--- config.mk ---
export PLATFORM = sky130hd
export DESIGN_NAME = i2c_ram_arbiter
export DESIGN_NICKNAME = d
export VERILOG_FILES = /design/src/rtl/i2c_ram_arbiter.sv
export SDC_FILE = /design/constraint.sdc
export NUM_CORES = 1
export LEC_CHECK = 0
export CAP_MARGIN = 10
export CORE_ASPECT_RATIO = 0.8
export CORE_MARGIN = 5
export CORE_UTILIZATION = 49
export DETAILED_ROUTE_END_ITERATION = 7
export GPL_TIMING_DRIVEN = 0
export HOLD_SLACK_MARGIN = 0.02
export PLACE_DENSITY = 0.79
export SETUP_SLACK_MARGIN = 0.15
export SYNTH_ARGS = -nofsm -noshare
export SYNTH_HDL_FRONTEND = slang
export SYNTH_SLANG_ARGS = --single-unit
--- constraint.sdc ---
create_clock -name clk -period 1.7 [get_ports clk]
set_input_delay 0.425 -clock clk [delete_from_list [all_inputs] [get_ports clk]]
set_output_delay 0.425 -clock clk [all_outputs]
set_load 0.01 [all_outputs]
--- src/rtl/i2c_ram_arbiter.sv ---
`default_nettype none
// ============================================================================
// Module      : i2c_ram_arbiter
// Description : Turns the level-style controls of the I2C memory state
//               machine into single RAM accesses through an internal address
//               pointer. Round-robin shares the single-port RAM with a local
//               host request/grant port.
// Revision    : 1.0 - initial release
// ============================================================================
module i2c_ram_arbiter #(
    parameter int ADDR_W = 8,
    parameter int DATA_W = 8
) (
    input  logic              clk,
    input  logic              rst_n,
    input  logic              i2c_addr_load,
    input  logic [DATA_W-1:0] i2c_addr_byte,
    input  logic              i2c_wr_req,
    input  logic [DATA_W-1:0] i2c_wdata,
    input  logic              i2c_rd_req,
    input  logic              i2c_incr,
    output logic [DATA_W-1:0] i2c_rdata,
    output logic              i2c_rdata_valid,
    output logic              i2c_overrun,
    input  logic              host_req,
    input  logic              host_we,
    input  logic [ADDR_W-1:0] host_addr,
    input  logic [DATA_W-1:0] host_wdata,
    output logic              host_gnt,
    output logic [DATA_W-1:0] host_rdata,
    output logic              host_rdata_valid,
    output logic [ADDR_W-1:0] ram_addr,
    output logic [DATA_W-1:0] ram_wdata,
    output logic              ram_we,
    input  logic [DATA_W-1:0] ram_rdata
);

    typedef enum logic [2:0] {
        IDLE    = 3'd0,
        I2C_WR  = 3'd1,
        I2C_RD  = 3'd2,
        HOST_WR = 3'd3,
        HOST_RD = 3'd4,
        RD_WAIT = 3'd5
    } state_t;

    localparam logic [ADDR_W-1:0] PTR_STEP = {{(ADDR_W-1){1'b0}}, 1'b1};

    state_t            state;
    state_t            state_nxt;

    logic              prev_load;
    logic              prev_wr;
    logic              prev_rd;
    logic              prev_incr;
    logic              load_edge;
    logic              wr_edge;
    logic              rd_edge;
    logic              incr_edge;

    logic [ADDR_W-1:0] ptr;
    logic              wr_pend;
    logic              rd_pend;
    logic [ADDR_W-1:0] wr_addr;
    logic [DATA_W-1:0] wr_data;
    logic [ADDR_W-1:0] rd_addr;
    logic              wr_clr;
    logic              rd_clr;

    logic              last_i2c;
    logic              rd_for_i2c;

    assign load_edge = i2c_addr_load & ~prev_load;
    assign wr_edge   = i2c_wr_req    & ~prev_wr;
    assign rd_edge   = i2c_rd_req    & ~prev_rd;
    assign incr_edge = i2c_incr      & ~prev_incr;

    // A pending request is retired in the cycle its access is on the RAM port
    assign wr_clr = (state == I2C_WR);
    assign rd_clr = (state == I2C_RD);

    // Previous levels of the I2C controls, so each rising edge counts once
    always_ff @(posedge clk or negedge rst_n) begin
        if (!rst_n) begin
            prev_load <= 1'b0;
            prev_wr   <= 1'b0;
            prev_rd   <= 1'b0;
            prev_incr <= 1'b0;
        end else begin
            prev_load <= i2c_addr_load;
            prev_wr   <= i2c_wr_req;
            prev_rd   <= i2c_rd_req;
            prev_incr <= i2c_incr;
        end
    end

    // Address pointer: load has priority over increment
    always_ff @(posedge clk or negedge rst_n) begin
        if (!rst_n) begin
            ptr <= '0;
        end else if (load_edge) begin
            ptr <= i2c_addr_byte[ADDR_W-1:0];
        end else if (incr_edge) begin
            ptr <= ptr + PTR_STEP;
        end
    end

    // Pending I2C requests with their latched address/data and overrun flag
    always_ff @(posedge clk or negedge rst_n) begin
        if (!rst_n) begin
            wr_pend     <= 1'b0;
            rd_pend     <= 1'b0;
            wr_addr     <= '0;
            wr_data     <= '0;
            rd_addr     <= '0;
            i2c_overrun <= 1'b0;
        end else begin
            if (wr_edge) begin
                wr_pend <= 1'b1;
                wr_addr <= ptr;
                wr_data <= i2c_wdata;
                if (wr_pend && !wr_clr) begin
                    i2c_overrun <= 1'b1;
                end
            end else if (wr_clr) begin
                wr_pend <= 1'b0;
            end
            if (rd_edge) begin
                rd_pend <= 1'b1;
                rd_addr <= ptr;
                if (rd_pend && !rd_clr) begin
                    i2c_overrun <= 1'b1;
                end
            end else if (rd_clr) begin
                rd_pend <= 1'b0;
            end
        end
    end

    // Next-state decision: round-robin between I2C and host on a tie
    always_comb begin
        state_nxt = state;
        case (state)
            IDLE: begin
                if ((wr_pend || rd_pend) && !(host_req && last_i2c)) begin
                    state_nxt = wr_pend ? I2C_WR : I2C_RD;
                end else if (host_req) begin
                    state_nxt = host_we ? HOST_WR : HOST_RD;
                end
            end
            I2C_WR, HOST_WR: state_nxt = IDLE;
            I2C_RD, HOST_RD: state_nxt = RD_WAIT;
            RD_WAIT:         state_nxt = IDLE;
            default:         state_nxt = IDLE;
        endcase
    end

    // State register plus fairness bit and read-owner tag
    always_ff @(posedge clk or negedge rst_n) begin
        if (!rst_n) begin
            state      <= IDLE;
            last_i2c   <= 1'b0;
            rd_for_i2c <= 1'b0;
        end else begin
            state <= state_nxt;
            if (state == IDLE) begin
                case (state_nxt)
                    I2C_WR, I2C_RD:   last_i2c <= 1'b1;
                    HOST_WR, HOST_RD: last_i2c <= 1'b0;
                    default:          last_i2c <= last_i2c;
                endcase
            end
            if (state == I2C_RD) begin
                rd_for_i2c <= 1'b1;
            end else if (state == HOST_RD) begin
                rd_for_i2c <= 1'b0;
            end
        end
    end

    // Registered RAM port and host grant, loaded for the upcoming access state
    always_ff @(posedge clk or negedge rst_n) begin
        if (!rst_n) begin
            ram_we    <= 1'b0;
            ram_addr  <= '0;
            ram_wdata <= '0;
            host_gnt  <= 1'b0;
        end else begin
            ram_we   <= 1'b0;
            host_gnt <= 1'b0;
            case (state_nxt)
                I2C_WR: begin
                    ram_we    <= 1'b1;
                    ram_addr  <= wr_addr;
                    ram_wdata <= wr_data;
                end
                I2C_RD: begin
                    ram_addr <= rd_addr;
                end
                HOST_WR: begin
                    ram_we    <= 1'b1;
                    ram_addr  <= host_addr;
                    ram_wdata <= host_wdata;
                    host_gnt  <= 1'b1;
                end
                HOST_RD: begin
                    ram_addr <= host_addr;
                    host_gnt <= 1'b1;
                end
                default: begin
                    ram_addr  <= ram_addr;
                end
            endcase
        end
    end

    // Capture RAM read data in RD_WAIT and pulse the owner's valid flag
    always_ff @(posedge clk or negedge rst_n) begin
        if (!rst_n) begin
            i2c_rdata        <= '0;
            i2c_rdata_valid  <= 1'b0;
            host_rdata       <= '0;
            host_rdata_valid <= 1'b0;
        end else begin
            i2c_rdata_valid  <= 1'b0;
            host_rdata_valid <= 1'b0;
            if (state == RD_WAIT) begin
                if (rd_for_i2c) begin
                    i2c_rdata       <= ram_rdata;
                    i2c_rdata_valid <= 1'b1;
                end else begin
                    host_rdata       <= ram_rdata;
                    host_rdata_valid <= 1'b1;
                end
            end
        end
    end

endmodule
`default_nettype wire

* After elaboration in Yosys (flattened, before gate mapping)
Index checks and enable logic that the tools add are counted.
Operators by class: add/sub/neg operators 1, equality and inequality tests 8, muxes and demuxes 26, bitwise logic cells 9, reductions and logical operators 23
Operators with widths (number):
- $pmux W8 S3 | 1
- $mux W1 | 16
- $mux W8 | 2
- $pmux W8 S2 | 1
- $reduce_bool A2 Y1 | 6
- $eq A3 B2 Y1 const B | 3
- $eq A3 B3 Y1 const B | 3
- $mux W3 | 3
- $add A8 B1 Y8 const B | 1
- $reduce_or A2 Y1 | 4
- $eq A3 B1 Y1 const B | 2
- $pmux W3 S2 | 1
- $reduce_and A2 Y1 | 3
- $not A1 Y1 | 5
- $and A1 B1 Y1 | 4
- $logic_and A1 B1 Y1 | 4
- $logic_not A1 Y1 | 3
- $logic_not A3 Y1 | 1
- $reduce_bool A3 Y1 | 1
- $mux W2 | 1
- $pmux W1 S2 | 1
- $logic_or A1 B1 Y1 | 1
Word-level totals: register bits after elaboration 80, bits of input ports 48, output and inout port bits 37

* Longest topological paths before layout
Gate-level depths: netlist of the first run.
word-level depth 9, gate-level depth with buffers 7

* Worst setup path before layout of the first run
Ideal clock, no wire load.
path kind reg2reg, start point reg wr_pend, end point reg last_i2c, arrival 1.408 ns, setup slack 0.171 ns, cell stages (with the launch flop) 7, clock period less this slack 1.529 ns, cell sequence dfrtp_1 > o21ba_2 > o221ai_2 > buf_6 > o21a_1 > buf_4 > o22a_1
On the way: word-level cells in the longest chain between the ends 8, elaborated cells between the ends (all ways) 14
RTL lines:
- start, declared | RTL line 62 | logic wr_pend;
- start signal, assigned | RTL line 111 | wr_pend <= 1'b0;
- start signal, assigned | RTL line 119 | wr_pend <= 1'b1;
- start signal, assigned | RTL line 126 | wr_pend <= 1'b0;
- $logic_or A1 B1 Y1 | RTL line 145 | if ((wr_pend || rd_pend) && !(host_req && last_i2c)) begin
- $logic_and A1 B1 Y1 | RTL line 145
- $mux W3 * | RTL line 145
- $pmux W3 S2 * | RTL line 143 | case (state)
- $eq A3 B3 Y1 (tied with other cells) | RTL line 167 | case (state_nxt)
- $reduce_or A2 Y1 (on tied branches)
- $reduce_bool A2 Y1 (no line)
- $reduce_and A2 Y1 (no line)
- end signal, assigned | RTL line 170 | default: last_i2c <= last_i2c;
- end, declared | RTL line 70 | logic last_i2c;
Mark *: on every way between the ends. The rest lies on a longest branch, timed or not. A chain may end at the register's enable or synchronous reset.

* Final worst setup path of the first run
start point reg state[1], end point reg ram_wdata[7]
On the way: word-level cells in the longest chain between the ends 5, elaborated cells between the ends (all ways) 11
RTL lines:
- start, declared | RTL line 49 | state_t state;
- start signal, assigned | RTL line 165 | state <= state_nxt;
- $eq A3 B2 Y1 (tied with other cells) | RTL line 143
- $reduce_or A2 Y1 / $mux W3 (equally long branches) | RTL line 143, 145
- $pmux W3 S2 * | RTL line 143
- $eq A3 B2 Y1 / $eq A3 B1 Y1 (equally long branches) | RTL line 191 | case (state_nxt)
- $pmux W8 S2 / $reduce_bool A2 Y1 (equally long branches)
- end signal, assigned | RTL line 195 | ram_wdata <= wr_data;
- end signal, assigned | RTL line 203 | ram_wdata <= host_wdata;
- end, declared | RTL line 33 | output logic [DATA_W-1:0] ram_wdata,
Marks and branches as above.

==> results.txt, run 1 <==
outcome: finished, final reports clean
Placer Congestion: 0.848
area of the core: 6860 um2
highest net fanout along the worst path: 8
arrival time at the worst endpoint: 1.86 ns
DR vias/cell: 5.24
number of buffers added by the clock tree synthesis step: 9
Worst VDD drop: 809 uV
source-to-sink clock delay at the later pin of the worst-skew pair: 0.35 ns
Starting DRT DRC Count: 119
type of the most critical hold path: register to register
post-placement cell count: 465
worst slew margin relative to its limit: 77.8%
share of final-layout standard cells stronger than drive strength 1: 25.3%
power per cell area: 1640 nW/um2
static leakage: 2.26 nW
routed wire length per instance: 17.1 um
Layout Skew: 0.00553 ns
via count of the first global-routing pass: 2,823
total global-route track usage: 20.0%
Seq cells post-synth: 80
max-cap violation count: 0
Antenna Nets Post-Route: 0
Fillers: 475
maximum number of pins on one net before global-route repair: 66
required time reported for the critical path endpoint: 1.93 ns
clock net sink count: 80
number of primary I/O pins: 85
distinct cell type count of the synthesized netlist: 42
sequential share of the synthesized area: 58.0%
DRC violations left: 0
global route total overflow: 0
Syn Area/Cell: 11.8 um2
instance count of the mapped netlist: 293
Ant. Diodes: 0
synthesis-to-layout area growth: 44.4%
vertical extent of the die: 85.1 um
netlist area before placement: 3450 um2
most frequent cells in the layout: 78 x sky130_fd_sc_hd__dfrtp_1, 47 x sky130_fd_sc_hd__nand2_1, 44 x sky130_fd_sc_hd__clkdlybuf4s50_1
number of setup violations in the final report: 0
total of buffers placed on input and output ports: 84
clock-pin slew on the worst setup and hold paths: 0.07 ns
final clock period utilization by the worst path: 96.1%
Most used DFF post-synth: sky130_fd_sc_hd__dfrtp_1
measured slew at the worst slew-check pin: 0.333 ns
Initial Utilization: 50.4%
minimum clock period after layout: 1.63 ns
Detail Placement HPWL: 5520 um
H-tree Lvls: 3
ys async rst share: 100%
maximum buffer depth of the clock tree: 2
wirelength, routed: 8570 um
global-route wire length before repair: 14,300 um
Final Slew Violations: 0
number of vias after detailed routing: 2,628
warnings from Yosys: 0
clock tree from TritonCTS: done
classification of the worst setup path: register to register
CTS Root Cell: sky130_fd_sc_hd__clkbuf_8
crit start category: register
fmax: 0.612 GHz
setup repair after global routing missed its margin: yes
number of placement rows: 27
number of endpoints with negative hold slack in the final report: 0
core utilization of the finished layout: 72.7%
number of nets in the layout: 461
commonest non-fill, non-tap cell in the layout: sky130_fd_sc_hd__dfrtp_1
non-filler cells in the finished layout: 502
Critical Path End Type: register
count of flip-flops with a built-in enable after synthesis: 0
number of antenna violations at the first check in global routing: 0
die extent in x: 104 um
final hold slack: 0.471 ns
net count after synthesis: 342
Die Footprint: 8840 um2
1st-pass router iterations: 4
-- cell type report --
class / instances / area [um2] / share of cell area, %
sequential: 80 / 2000 / 40.2
clock buffer: 10 / 138 / 2.76
tap: 87 / 109 / 2.18
clock inverter: 4 / 70.1 / 1.41
timing repair buffer: 108 / 1060 / 21.4
multi-input combinational: 199 / 1480 / 29.8
inverter: 3 / 12.5 / 0.251
buffer: 11 / 104 / 2.08
-- cell families after synthesis --
| logic type | after synthesis | synth area share, % |
|---|---|---|
| AND/OR/NAND/NOR | 84 | 11.8 |
| AO/OA/AOI/OAI | 66 | 12.7 |
| buffers and inverters | 14 | 2.35 |
| multiplexers | 41 | 13.0 |
| adder cells (fa/ha/maj) | 1 | 0.362 |
| flip-flops | 80 | 58.0 |
| XOR/XNOR | 7 | 1.78 |
-- registers in the layout (all words and copies together) (netlist names) --
signal and cells:
rd_addr 8, state 3, prev_rd 1, i2c_overrun 1
i2c_rdata 8, host_rdata_valid 1, ram_we 1, ram_wdata 8
host_gnt 1, wr_pend 1, last_i2c 1, rd_pend 1
host_rdata 8, ptr 8, prev_incr 1, wr_data 8
prev_wr 1, wr_addr 8, rd_for_i2c 1, prev_load 1
ram_addr 8, i2c_rdata_valid 1
-- per-stage QoR --
stage / TNS [ns] / area, um2 / power [mW] / worst slack, ns
after floorplan: 0 / 3450 / 4.78 / 0.171
after global placement: -222.47 / 4400 / 6.12 / -2.60
after detailed placement: -15.74 / 4430 / 6.24 / -0.573
after CTS: 0 / 4880 / 8.04 / 0.0717
after global routing: -0.00439 / 4990 / 8.71 / -0.00354
final: 0 / 4990 / 8.17 / 0.0666
-- final timing paths --
kind / from / end / slack, ns / cells after the start
worst min-delay path: i2c_rdata[5] / i2c_rdata[5] / 0.47 / 2
worst max-delay path: state[1] / ram_wdata[7] / 0.07 / 8
min in group asynchronous: rst_n / host_rdata[0] / 0.50 / 2
max in group asynchronous: rst_n / wr_pend / 0.61 / 3
worst min register to register: i2c_rdata[5] / i2c_rdata[5] / 0.47 / 2
worst max register to register: state[1] / ram_wdata[7] / 0.07 / 8
-- what timing repair did --
item | in CTS | in global routing
pin swaps | 9 | 7
buffers inserted | 14 | 7
gates cloned | 1 | 0
setup endpoints to repair | 79 | 42
hold endpoints to repair | 15 | 0
hold buffers | 1 | 0
gates resized for setup | 72 | 13
-- synthesized netlist by cell type (2+ instances only) --
master	number	area (um2)
sky130_fd_sc_hd__o21a_1	10	75.1
sky130_fd_sc_hd__nor2b_1	4	25.0
sky130_fd_sc_hd__nand3_1	2	10.0
sky130_fd_sc_hd__mux2_1	8	90.1
sky130_fd_sc_hd__buf_4	2	15.0
sky130_fd_sc_hd__nand2b_1	5	31.3
sky130_fd_sc_hd__and3_1	2	12.5
sky130_fd_sc_hd__mux2_2	24	270
sky130_fd_sc_hd__o21ai_1	10	50.1
sky130_fd_sc_hd__a21oi_1	3	15.0
sky130_fd_sc_hd__dfrtp_1	80	2000
sky130_fd_sc_hd__o22ai_1	8	50.1
sky130_fd_sc_hd__a21o_1	2	15.0
sky130_fd_sc_hd__inv_1	2	7.51
sky130_fd_sc_hd__xnor2_1	2	17.5
sky130_fd_sc_hd__nor2_1	16	60.1
sky130_fd_sc_hd__buf_6	2	22.5
sky130_fd_sc_hd__a211oi_1	8	60.1
sky130_fd_sc_hd__xor2_1	5	43.8
sky130_fd_sc_hd__nand2_1	47	176
sky130_fd_sc_hd__buf_2	5	25.0
sky130_fd_sc_hd__clkbuf_1	2	7.51
sky130_fd_sc_hd__mux2i_1	9	90.1
sky130_fd_sc_hd__o21ai_0	17	85.1
-- where the power goes --
part | internal [mW] | switching (mW) | leakage, nW
Clock | 0.846 | 0.635 | 0.108
Combinational | 1.92 | 1.75 | 1.19
Sequential | 2.57 | 0.437 | 0.958
Total | 5.34 | 2.82 | 2.26
-- worst max-delay path, stage by stage, from the launching register on --
cell and delay, ns:
sky130_fd_sc_hd__dfrtp_1 0.38, sky130_fd_sc_hd__buf_6 0.14, sky130_fd_sc_hd__o21ba_4 0.19, sky130_fd_sc_hd__o221ai_2 0.17, sky130_fd_sc_hd__buf_6 0.14, sky130_fd_sc_hd__buf_12 0.10, sky130_fd_sc_hd__buf_12 0.11, sky130_fd_sc_hd__mux2i_1 0.19
sky130_fd_sc_hd__o21ai_1 0.09
-- per-layer routing --
layer,vias to the layer above,share of wire (%),global-route usage (%)
li1,1262,-,-
met1,1282,44,25.8
met2,71,51,33.2
met3,13,4.3,6.62
met4,0,1.4,4.35
met5,-,0,0
No activity file was read; power rests on OpenSTA's default activity.
==> run 2, diff against run 1 <==
--- a/config.mk
+++ b/config.mk
@@ -6,13 +6,15 @@
 export NUM_CORES = 1
 export LEC_CHECK = 0
 export CAP_MARGIN = 10
+export CELL_PAD_IN_SITES_DETAIL_PLACEMENT = 0
+export CELL_PAD_IN_SITES_GLOBAL_PLACEMENT = 2
 export CORE_ASPECT_RATIO = 0.8
 export CORE_MARGIN = 5
-export CORE_UTILIZATION = 49
+export CORE_UTILIZATION = 28
 export DETAILED_ROUTE_END_ITERATION = 7
 export GPL_TIMING_DRIVEN = 0
 export HOLD_SLACK_MARGIN = 0.02
-export PLACE_DENSITY = 0.79
+export PLACE_DENSITY_LB_ADDON = 0.1
 export SETUP_SLACK_MARGIN = 0.15
 export SYNTH_ARGS = -nofsm -noshare
 export SYNTH_HDL_FRONTEND = slang
==> constraint.sdc (replaced) <==
create_clock -name clk -period 1.46 [get_ports clk]
set_input_delay 0.365 -clock clk [delete_from_list [all_inputs] [get_ports clk]]
set_output_delay 0.365 -clock clk [all_outputs]
set_load 0.01 [all_outputs]
==> run 2 against run 1 <==
Net effect: the flow now finishes with violations (setup timing); cell count increased by 17%; largest cell class unchanged; global-route usage decreased by 7.0 points; critical path type unchanged; clock skew increased by 0.0014 ns.
==> results.txt, run 2 (same netlist as run 1, synthesis figures left out) <==
global-route wire length before repair: 14,600 um (+2.2%)
DR vias/cell: 4.53 (-14%)
crit start category: register
synthesis-to-layout area growth: 53.4%
area of the core: 12,100 um2 (+77%)
number of buffers added by the clock tree synthesis step: 9 (unchanged)
number of nets in the layout: 479 (+3.9%)
Final Slew Violations: 0 (unchanged)
classification of the worst setup path: register to register
final clock period utilization by the worst path: 110% (+14 points)
power per cell area: 2030 nW/um2 (+24%)
number of setup violations in the final report: 18 (+18)
share of final-layout standard cells stronger than drive strength 1: 40.0% (+15 points)
pre-CTS setup slack: -0.779 ns (-0.206 ns)
Initial Utilization: 28.5% (-22 points)
number of vias after detailed routing: 2,658 (+1.1%)
number of antenna violations at the first check in global routing: 0 (unchanged)
core utilization of the finished layout: 43.7% (-29 points)
maximum number of pins on one net before global-route repair: 54 (-18%)
total of buffers placed on input and output ports: 84 (unchanged)
clock-pin slew on the worst setup and hold paths: 0.06 ns (about the same)
total global-route track usage: 13.0% (-7.0 points)
outcome: complete, but fails checks
Worst VDD drop: 701 uV (-13%)
CTS Root Cell: sky130_fd_sc_hd__clkbuf_16
maximum buffer depth of the clock tree: 2 (unchanged)
Starting DRT DRC Count: 81 (-32%)
H-tree Lvls: 3 (unchanged)
die extent in x: 134 um (+29%)
DRC violations left: 0 (unchanged)
worst slew margin relative to its limit: 73.9% (-3.9 points)
clock net sink count: 80 (unchanged)
worst reg2reg startpoint: wr_pend
required time reported for the critical path endpoint: 1.68 ns (-0.25 ns)
Die Footprint: 14,700 um2 (+66%)
Placer Congestion: 0.716 (-16%)
type of the most critical hold path: primary input to register
final hold slack: 0.287 ns (-0.184 ns)
length of routed met3 wiring: 525 um (+41%)
number of endpoints with negative hold slack in the final report: 0 (unchanged)
static leakage: 2.39 nW (+5.8%)
non-filler cells in the finished layout: 587 (+17%)
number of primary I/O pins: 85 (unchanged)
clock tree from TritonCTS: done
area occupied by registers: 2010 um2 (+0.19%)
Ant. Diodes: 0 (unchanged)
Antenna Nets Post-Route: 0 (unchanged)
most frequent cells in the layout: 75 x sky130_fd_sc_hd__dfrtp_1, 45 x sky130_fd_sc_hd__nand2_1, 43 x sky130_fd_sc_hd__clkdlybuf4s50_1
Met1 Routed Length: 4520 um (+21%)
Fillers: 1,145 (+140%)
routed wire length per instance: 15.4 um (-9.8%)
setup repair after global routing missed its margin: yes
minimum clock period after layout: 1.61 ns (-0.0266 ns)
violated checks: setup timing
measured slew at the worst slew-check pin: 0.392 ns (+0.0585 ns)
area taken by multi-input logic gates: 1560 um2 (+5.1%)
max-cap violation count: 0 (unchanged)
number of placement rows: 36 (+33%)
via count of the first global-routing pass: 2,767 (-2.0%)
arrival time at the worst endpoint: 1.83 ns (-0.03 ns)
source-to-sink clock delay at the later pin of the worst-skew pair: 0.34 ns (about the same)
TNS Setup: -1.29 ns (-1.29 ns)
Critical Path End Type: register
post-route setup slack: -0.147 ns (-0.213 ns)
global route total overflow: 0 (unchanged)
commonest non-fill, non-tap cell in the layout: sky130_fd_sc_hd__dfrtp_1
highest net fanout along the worst path: 10 (+2)
vertical extent of the die: 109 um (+28%)
fmax: 0.622 GHz (+1.7%)
wirelength, routed: 9040 um (+5.5%)
launch point of the worst hold path: i2c_incr
Layout Skew: 0.00697 ns (+0.00144 ns)
1st-pass router iterations: 4 (unchanged)
Met2 Wirelength: 3870 um (-11%)
highest signal layer in the routed design: met4
Detail Placement HPWL: 5840 um (+5.6%)
worst setup path start: wr_pend
post-placement cell count: 530 (+14%)
[run 2: critical path: stages (launching register included)]
cell and delay (ns):
sky130_fd_sc_hd__dfrtp_2 0.46, sky130_fd_sc_hd__o21ba_4 0.26, sky130_fd_sc_hd__o221ai_2 0.10, sky130_fd_sc_hd__buf_6 0.16, sky130_fd_sc_hd__o21a_1 0.18, sky130_fd_sc_hd__buf_6 0.14, sky130_fd_sc_hd__o22a_1 0.19
[run 2: cell type report]
type / count / share of cell area, %
plain buffers: 11 / 2.15
well taps: 152 / 3.59
multi-input cells: 199 / 29.4
clock inverters: 5 / 1.94
flip-flops and latches: 80 / 37.9
inverters: 3 / 0.354
clock buffers: 11 / 4.77
repair buffers: 126 / 19.9
[run 2: timing repair]
action | CTS | global route
setup endpoints to repair | 108 | 57
hold endpoints to repair | 27 | 0
buffers inserted | 27 | 10
pin swaps | 5 | 3
gates resized for setup | 191 | 29
hold buffers | 1 | 0
gates cloned | 3 | 0
[run 2: metal layers]
metal,vias to the layer above,global-route usage [%]
met4,0,4.36
met2,60,18.3
li1,1307,-
met3,9,4.44
met5,-,0
met1,1282,18.6
[run 2: worst paths after layout]
| path | endpoint | slack [ns] | cells past startpoint |
|---|---|---|---|
| worst max-delay path | last_i2c | -0.15 | 6 |
| worst min-delay path | prev_incr | 0.29 | 1 |
| worst max register to register | last_i2c | -0.15 | 6 |
| worst min register to register | i2c_rdata[1] | 0.47 | 2 |
| max in group asynchronous | wr_pend | 0.36 | 3 |
| min in group asynchronous | ptr[1] | 0.50 | 2 |
[run 2: through the flow]
| stage | power (mW) | cell area (um2) |
|---|---|---|
| 2_1_floorplan | 5.64 | 3480 |
| 3_3_place_gp | 7.37 | 4510 |
| 3_5_place_dp | 7.41 | 4530 |
| 4_1_cts | 10.7 | 5190 |
| 5_1_grt | 11.5 | 5300 |
| 6_report | 10.7 | 5300 |
[run 2: where the power goes]
group | switching [mW] | leakage (nW) | internal, mW | total, mW
logic | 2.17 | 1.26 | 2.38 | 4.56
registers | 0.505 | 0.954 | 3.01 | 3.51
clock network | 0.904 | 0.172 | 1.76 | 2.67
==> run 3, diff against run 2 <==
--- a/config.mk
+++ b/config.mk
@@ -12,7 +12,6 @@
 export CORE_MARGIN = 5
 export CORE_UTILIZATION = 28
 export DETAILED_ROUTE_END_ITERATION = 7
-export GPL_TIMING_DRIVEN = 0
 export HOLD_SLACK_MARGIN = 0.02
 export PLACE_DENSITY_LB_ADDON = 0.1
 export SETUP_SLACK_MARGIN = 0.15
==> constraint.sdc (replaced) <==
create_clock -name clk -period 1.46 [get_ports clk]
set_input_delay 0.365 -clock clk [delete_from_list [all_inputs] [get_ports clk]]
set_output_delay 0.365 -clock clk [all_outputs]
set_load 0.02 [all_outputs]
==> run 3 against run 2 <==
Net effect: the run still ends with setup timing left; combinational power increased by 13%; maximum frequency rose by 4.3%; wire length fell by 4.1%.
==> results.txt, run 3 (same netlist as run 1, synthesis figures left out) <==
outcome: complete, but fails checks
violated checks: setup timing
PnR Total Power: 10.9 mW (+1.4%)
CTS Root Cell: sky130_fd_sc_hd__clkbuf_16
share of power burned in the clock network: 20.0% (-4.8 points)
combinational fraction of design power: 47.1% (+4.7 points)
most frequent cells in the layout: 75 x sky130_fd_sc_hd__dfrtp_1, 43 x sky130_fd_sc_hd__clkdlybuf4s50_1, 37 x sky130_fd_sc_hd__buf_2
highest signal layer in the routed design: met4
clock net sink count: 80 (unchanged)
Met2 Wirelength: 3600 um (-7.0%)
Layout Skew: 0.00415 ns (-0.00282 ns)
clock-pin slew on the worst setup and hold paths: 0.06 ns (about the same)
number of placement rows: 36 (unchanged)
measured slew at the worst slew-check pin: 0.257 ns (-0.135 ns)
fmax: 0.649 GHz (+4.3%)
Final Slew Violations: 0 (unchanged)
number of primary I/O pins: 85 (unchanged)
arrival time at the worst endpoint: 1.75 ns (-0.08 ns)
Fillers: 1,170 (+2.2%)
Met1 Routed Length: 4490 um (-0.73%)
power per cell area: 2040 nW/um2 (+0.83%)
buffering stage count on the worst path with inverters included: 1 (-1)
final clock period utilization by the worst path: 105% (-4.6 points)
Antenna Nets Post-Route: 0 (unchanged)
type of the most critical hold path: primary input to register
via count of the first global-routing pass: 2,630 (-5.0%)
H-tree Lvls: 3 (unchanged)
length of routed met3 wiring: 490 um (-6.7%)
area of the core: 12,100 um2 (unchanged)
total global-route track usage: 12.2% (-0.77 points)
commonest non-fill, non-tap cell in the layout: sky130_fd_sc_hd__dfrtp_1
number of buffers added by the clock tree synthesis step: 9 (unchanged)
maximum buffer depth of the clock tree: 2 (unchanged)
DRC violations left: 0 (unchanged)
number of antenna violations at the first check in global routing: 0 (unchanged)
Placer Congestion: 0.759 (+6.1%)
final hold slack: 0.191 ns (-0.0953 ns)
highest net fanout along the worst path: 9 (-1)
setup repair after global routing missed its margin: yes
fraction of power spent switching nets: 36.5% (+3.1 points)
vertical extent of the die: 109 um (unchanged)
required time reported for the critical path endpoint: 1.67 ns (about the same)
summed area of non-filler cells in the final layout: 5330 um2 (+0.54%)
global-route wire length before repair: 14,000 um (-4.0%)
number of setup violations in the final report: 26 (+8)
Ant. Diodes: 0 (unchanged)
number of endpoints with negative hold slack in the final report: 0 (unchanged)
Crit path max-delay family: compound AO/OA/AOI/OAI gates
Crit-path slowest cell: sky130_fd_sc_hd__dfrtp_2
pre-CTS setup slack: -0.518 ns (+0.262 ns)
clock tree from TritonCTS: done
placed standard-cell area: 4810 um2 (+6.2%)
total of buffers placed on input and output ports: 84 (unchanged)
post-route setup slack: -0.0802 ns (+0.0665 ns)
number of vias after detailed routing: 2,623 (-1.3%)
Psw: 3.97 mW (+11%)
sequential cell fraction of total power: 32.9% (+0.2 points)
Die Footprint: 14,700 um2 (unchanged)
Initial Utilization: 28.5% (unchanged)
max-cap violation count: 0 (unchanged)
Detail Placement HPWL: 6060 um (+3.9%)
die extent in x: 134 um (unchanged)
maximum number of pins on one net before global-route repair: 31 (-43%)
crit start category: register
DR vias/cell: 4.51 (-0.30%)
share of final-layout standard cells stronger than drive strength 1: 43.4% (+3.4 points)
1st-pass router iterations: 4 (unchanged)
Critical Path End Type: register
number of nets in the layout: 473 (-1.3%)
global route total overflow: 0 (unchanged)
routed wire length per instance: 14.9 um (-3.1%)
source-to-sink clock delay at the later pin of the worst-skew pair: 0.33 ns (about the same)
peak per-stage delay on the critical path: 0.47 ns (about the same)
area occupied by registers: 2010 um2 (unchanged)
minimum clock period after layout: 1.54 ns (-0.0665 ns)
Worst VDD drop: 623 uV (-11%)
classification of the worst setup path: register to register
synthesis-to-layout area growth: 54.2%
worst slew margin relative to its limit: 82.8% (+8.9 points)
wirelength, routed: 8670 um (-4.1%)
crit-path cells: o21ba_4 -> o221ai_4 -> buf_12 -> mux2i_1 -> o21ai_1
area taken by multi-input logic gates: 1620 um2 (+3.9%)
core utilization of the finished layout: 44.0% (+0.24 points)
static leakage: 2.37 nW (-0.92%)
Starting DRT DRC Count: 71 (-12%)
Pint: 6.91 mW (-3.3%)
==> run 3: changes by cell type in the layout (fill, tap and decap cells not counted), sizes merged <==
cell | before | now
buf | 85 | 81
clkbuf | 17 | 12
clkinv | 1 | 5
bufinv | 3 | 1
dlymetal6s2s | 0 | 1
==> run 3: worst paths after layout <==
path                               from      endpoint  slack [ns]  cells past startpoint
setup reg to reg                rd_pend  ram_wdata[7]       -0.08                      5
min in group asynchronous         rst_n     prev_incr        0.44                      2
max in group asynchronous         rst_n       rd_pend        0.53                      3
setup / recovery                rd_pend  ram_wdata[7]       -0.08                      5
hold / removal               i2c_wr_req       prev_wr        0.19                      1
hold reg to reg            i2c_rdata[3]  i2c_rdata[3]        0.48                      2
==> run 3: cell type report <==
type | count | area share (%)
clock buffers | 9 | 4.23
clock inverters | 7 | 1.17
inverters | 3 | 0.258
flip-flops and latches | 80 | 37.7
repair buffers | 131 | 22.7
multi-input cells | 199 | 30.4
well taps | 152 | 3.57
==> run 3: repair_timing <==
action                                 4_1_cts  5_1_grt
setup buffers                                3        4
pin swaps                                    6       35
hold buffers                                 1        0
setup endpoints to repair                   88       59
resized for setup                          173       52
endpoints found under the hold margin       12        0
gates cloned                                 0        3
==> run 3: worst reg2reg max path: stages, from the launching register on <==
cell and delay (ns):
sky130_fd_sc_hd__dfrtp_2 0.47, sky130_fd_sc_hd__o21ba_4 0.25, sky130_fd_sc_hd__o221ai_4 0.24, sky130_fd_sc_hd__buf_12 0.18, sky130_fd_sc_hd__mux2i_1 0.20, sky130_fd_sc_hd__o21ai_1 0.08
==> run 3: power groups by stage <==
stage               sequential (mW)  combinational [mW]  clock (mW)
finish                         3.58                5.13        2.18
global route                   3.70                5.58        2.35
CTS                            3.54                4.60        2.26
detailed placement             3.57                4.72           0
global placement               3.56                4.70           0
floorplan                      4.03                1.96           0
==> run 3: per-layer routing <==
layer | track usage [%] | vias up
met5 | 0 | -
met1 | 17.6 | 1264
met4 | 3.92 | 0
met3 | 4.48 | 6
met2 | 16.9 | 57
li1 | - | 1296
==> run 3: stage by stage <==
| step | std cells | TNS (ns) |
|---|---|---|
| 2_1_floorplan | 293 | -0.0942 |
| 3_3_place_gp | 555 | -14.18 |
| 3_5_place_dp | 555 | -13.96 |
| 4_1_cts | 575 | -0.766 |
| 5_1_grt | 581 | -2.91 |
| 6_report | 581 | -1.16 |
==> variant 1, RTL diff (flow settings as in run 3) <==
Encoding of `state_t`: now one-hot (6 bits for 6 states).
--- a/src/rtl/i2c_ram_arbiter.sv
+++ b/src/rtl/i2c_ram_arbiter.sv
@@ -37,9 +37,9 @@
 
-    typedef enum logic [2:0] {
-        IDLE    = 3'd0,
-        I2C_WR  = 3'd1,
-        I2C_RD  = 3'd2,
-        HOST_WR = 3'd3,
-        HOST_RD = 3'd4,
-        RD_WAIT = 3'd5
+    typedef enum logic [5:0] {
+        IDLE    = 6'b000001,
+        I2C_WR  = 6'b000010,
+        I2C_RD  = 6'b000100,
+        HOST_WR = 6'b001000,
+        HOST_RD = 6'b010000,
+        RD_WAIT = 6'b100000
     } state_t;
Formal check against the unedited RTL: no difference found for any inputs over 4 cycles, from zero or initial values and one cycle with rst_n low; so few cycles prove little.
==> variant 1 against run 3 <==
- the run still ends with setup timing left
- critical path depth unchanged
- wire length increased by 12%
- synthesized area is 1.2% higher
- cell area is 1.6% lower
- global-route usage increased by 1.5 points
- sequential cell count increased by 3
- setup slack worse by 0.44 ns
- total power decreased by 5.7%
==> variant 1: results (changes against run 3) <==
- Final worst slack: -0.516 ns (was -0.0802 ns)
- Fraction of layout cells with a size suffix above 1: 43.2% (was 43.4%)
- Vias in the first global route: 2,776 (was 2,630)
- Setup WS pre-CTS: -0.696 ns (was -0.518 ns)
- Placed Instances: 544 (was 555)
- M3 GR Usage: 4.30% (was 4.48%)
- Global Route Usage Sum: 13.7% (was 12.2%)
- Synth top cells by count: 82 x dfrtp_1, 40 x mux2_2, 18 x nor2_1 (was 80 x dfrtp_1, 47 x nand2_1, 24 x mux2_2)
- Hold Crit Class: primary input to async pin (was primary input to flop)
- Post-DP HPWL: 6180 um (was 6060 um)
- Setup violations, final: 41 (was 26)
- Status: finished, violations left (unchanged)
- First-pass GRT wire length: 15,300 um (was 14,000 um)
- Worst reg2reg path startpoint: state[4] (was rd_pend)
- Routed met2 length: 4340 um (was 3600 um)
- Vias: 2,599 (was 2,623)
- Largest net degree at the start of global routing: 84 (was 31)
- Failing checks: setup timing (unchanged)
- Total negative slack: -14.51 ns (was -1.16 ns)
- Synth cell types: 43 (was 42)
- 1st-iter DRT viols: 131 (was 71)
- Post-DP Area: 4760 sq um (was 4810 sq um)
- Final hold slack: 0.0539 ns (was 0.191 ns)
- Reg2reg end: host_rdata[2] (was ram_wdata[7])
- Ranking of synthesized cells by area: dfrtp_1 59%, mux2_2 13%, a221o_1 2.3% (was dfrtp_1 58%, mux2_2 7.8%, nand2_1 5.1%)
[variant 1: critical path: cells and delay by family, from the launching register on]
kind	cells	cell delay [ns]
simple gates	2	0.81
flops	1	0.37
buf+inv	2	0.34
mux	1	0.33
[variant 1: final cells by class]
cell class	instances	area (sq um)	share of cell area (%)
Tap cell	171	214	4.08
Timing Repair Buffer	137	1220	23.3
Sequential cell	83	2080	39.7
Clock inverter	3	15.0	0.286
Clock buffer	13	250	4.77
Inverter	4	15.0	0.286
Multi-Input combinational cell	170	1450	27.6
[variant 1: power breakdown]
| part | switching, mW | leakage (nW) | internal, mW | total (mW) |
|---|---|---|---|---|
| Combinational | 2.24 | 1.21 | 2.54 | 4.77 |
| Clock | 0.880 | 0.133 | 1.19 | 2.07 |
| Sequential | 0.413 | 1.01 | 3.00 | 3.42 |
[variant 1: worst max path at each step]
stage                          to  startpoint  cells past startpoint  slack [ns]
detailed placement    ram_addr[3]    state[4]                      3       -0.70
global route        host_rdata[0]    state[4]                      5       -0.56
CTS                 host_rdata[2]    state[4]                      5       -0.52
global placement      ram_addr[5]    state[4]                      3       -0.66
finish              host_rdata[2]    state[4]                      5       -0.52
floorplan           host_rdata[0]    state[4]                      5       -0.61
[variant 1: cell families after synthesis]
logic type      Yosys count  share of synthesized area, %
simple gates             72                          11.7
xor+xnor                  8                          2.00
mux                      41                          13.2
fa+ha+maj                 1                         0.358
buf+inv                  16                          2.72
compound gates           47                          10.6
flops                    83                          59.4
[variant 1: timing repair]
| item | in CTS | in global routing |
|---|---|---|
| hold buffers | 0 | 0 |
| pin swaps | 5 | 13 |
| setup buffers | 7 | 6 |
| setup endpoints to repair | 96 | 60 |
| resized for setup | 185 | 16 |
| hold endpoints to repair | 0 | 0 |
| cloned | 7 | 1 |
==> variant 2, RTL diff (settings of run 3) <==
Without the edit above. Set the parameter `DATA_W` to 10 (it was 8).
--- a/src/rtl/i2c_ram_arbiter.sv
+++ b/src/rtl/i2c_ram_arbiter.sv
@@ -11,3 +11,3 @@
     parameter int ADDR_W = 8,
-    parameter int DATA_W = 8
+    parameter int DATA_W = 10
 ) (
Ports: changed (7 resized); port bits go from 85 to 99. No check against the original RTL was run, so the function may have changed too.
==> variant 2 against run 3 <==
- the flow still finishes with violations (setup timing)
- sequential cell count up 8
- final cell count grew 21%
- synthesized area up 16%
- cell area increased by 15%
- total power grew 22%
- wire length up 32%
- core utilization is 0.38 points lower
- setup slack worse by 0.077 ns
- critical endpoint is now ram_wdata[3]
- critical path depth rose by 1
==> variant 2: results (changes against run 3) <==
- Clock skew: 0.00654 ns (was 0.00415 ns)
- Maximum VDD drop: 775 uV (was 623 uV)
- CP arrival: 1.85 ns (was 1.75 ns)
- Buffers on Ports: 96 (was 84)
- Slew headroom: 76.7% (was 82.8%)
- Status: finished, violations left (unchanged)
- Switching share of power: 37.7% (was 36.5%)
- Post-DP Area: 5530 sq um (was 4810 sq um)
- Setup WS pre-CTS: -0.746 ns (was -0.518 ns)
- Vias in the first global route: 3,185 (was 2,630)
- Final worst slack: -0.157 ns (was -0.0802 ns)
- Pleak: 2.84 nW (was 2.37 nW)
- Post-synthesis xor/xnor area fraction: 2.23% (was 1.78%)
- M1 WL: 5580 um (was 4490 um)
- Setup violations, final: 40 (was 26)
- Synth top cells by count: 88 x dfrtp_1, 82 x nand2_1, 21 x o21ai_0 (was 80 x dfrtp_1, 47 x nand2_1, 24 x mux2_2)
- Post-synthesis sequential area ratio: 55.2% (was 58.0%)
- Failing checks: setup timing (unchanged)
- Hold path endpoint: prev_incr (was prev_wr)
- Total negative slack: -3.87 ns (was -1.16 ns)
- Reg2reg end: ram_wdata[3] (was ram_wdata[7])
- Ranking of synthesized cells by area: dfrtp_1 55%, nand2_1 7.7%, mux2_2 5.1% (was dfrtp_1 58%, mux2_2 7.8%, nand2_1 5.1%)
- CP top delay family: flip-flops (was compound AO/OA/AOI/OAI gates)
- NumNets Final: 571 (was 473)
- Final hold slack: 0.274 ns (was 0.191 ns)
- Worst path max stage delay: 0.50 ns (was 0.47 ns)
- Worst r2r path cells: 6 (was 5)
- Adder-Cell Fraction of Synth Area: 0.314% (was 0.362%)
==> variant 2: how the worst max path moves through the flow <==
stage	start	end	slack (ns)	depth (start not counted)
global placement	host_req	ram_addr[3]	-0.70	7
detailed placement	host_req	ram_addr[4]	-0.75	7
CTS	state[1]	ram_wdata[3]	-0.14	7
finish	rd_pend	ram_wdata[3]	-0.16	6
global route	state[1]	ram_wdata[1]	-0.23	7
floorplan	state[1]	host_rdata[3]	0.04	6
==> variant 2: cell type report <==
cell class	instances	area, sq um
Clock buffer	12	267
Clock inverter	4	75.1
Fill cell	1386	7960
Inverter	13	51.3
Multi-Input combinational cell	246	1870
Sequential cell	88	2210
Tap cell	184	230
Timing Repair Buffer	156	1440
==> variant 2: routing by layer <==
metal,GRT usage (%),vias up
li1,-,1553
met1,19.3,1560
met2,21.4,59
met3,4.30,8
met4,3.20,0
met5,0,-
==> variant 2: what timing repair did <==
item	4_1_cts	5_1_grt
endpoints found under the hold margin	18	0
pin swaps	20	11
buffers inserted	10	6
resized for setup	219	39
setup endpoints to repair	94	54
hold buffers	1	0
gates cloned	2	1
==> variant 2: metrics by stage <==
stage / power (mW) / cells
6_report: 13.3 / 703
5_1_grt: 14.1 / 703
4_1_cts: 12.8 / 696
3_5_place_dp: 9.88 / 667
3_3_place_gp: 9.83 / 667
2_1_floorplan: 7.21 / 366
==> variant 2: power groups by stage <==
| stage | combinational [mW] | sequential [mW] | clock, mW |
|---|---|---|---|
| after floorplan | 2.73 | 4.48 | 0 |
| after global placement | 5.84 | 3.98 | 0 |
| after detailed placement | 5.88 | 4.00 | 0 |
| after CTS | 6.12 | 3.96 | 2.72 |
| after global routing | 7.21 | 4.10 | 2.82 |
| final | 6.67 | 3.98 | 2.63 |
==> variant 2: logic make-up after synthesis <==
logic type,after synthesis
mux,38
fa+ha+maj,1
xor+xnor,8
buf+inv,32
simple gates,119
compound gates,80
flops,88
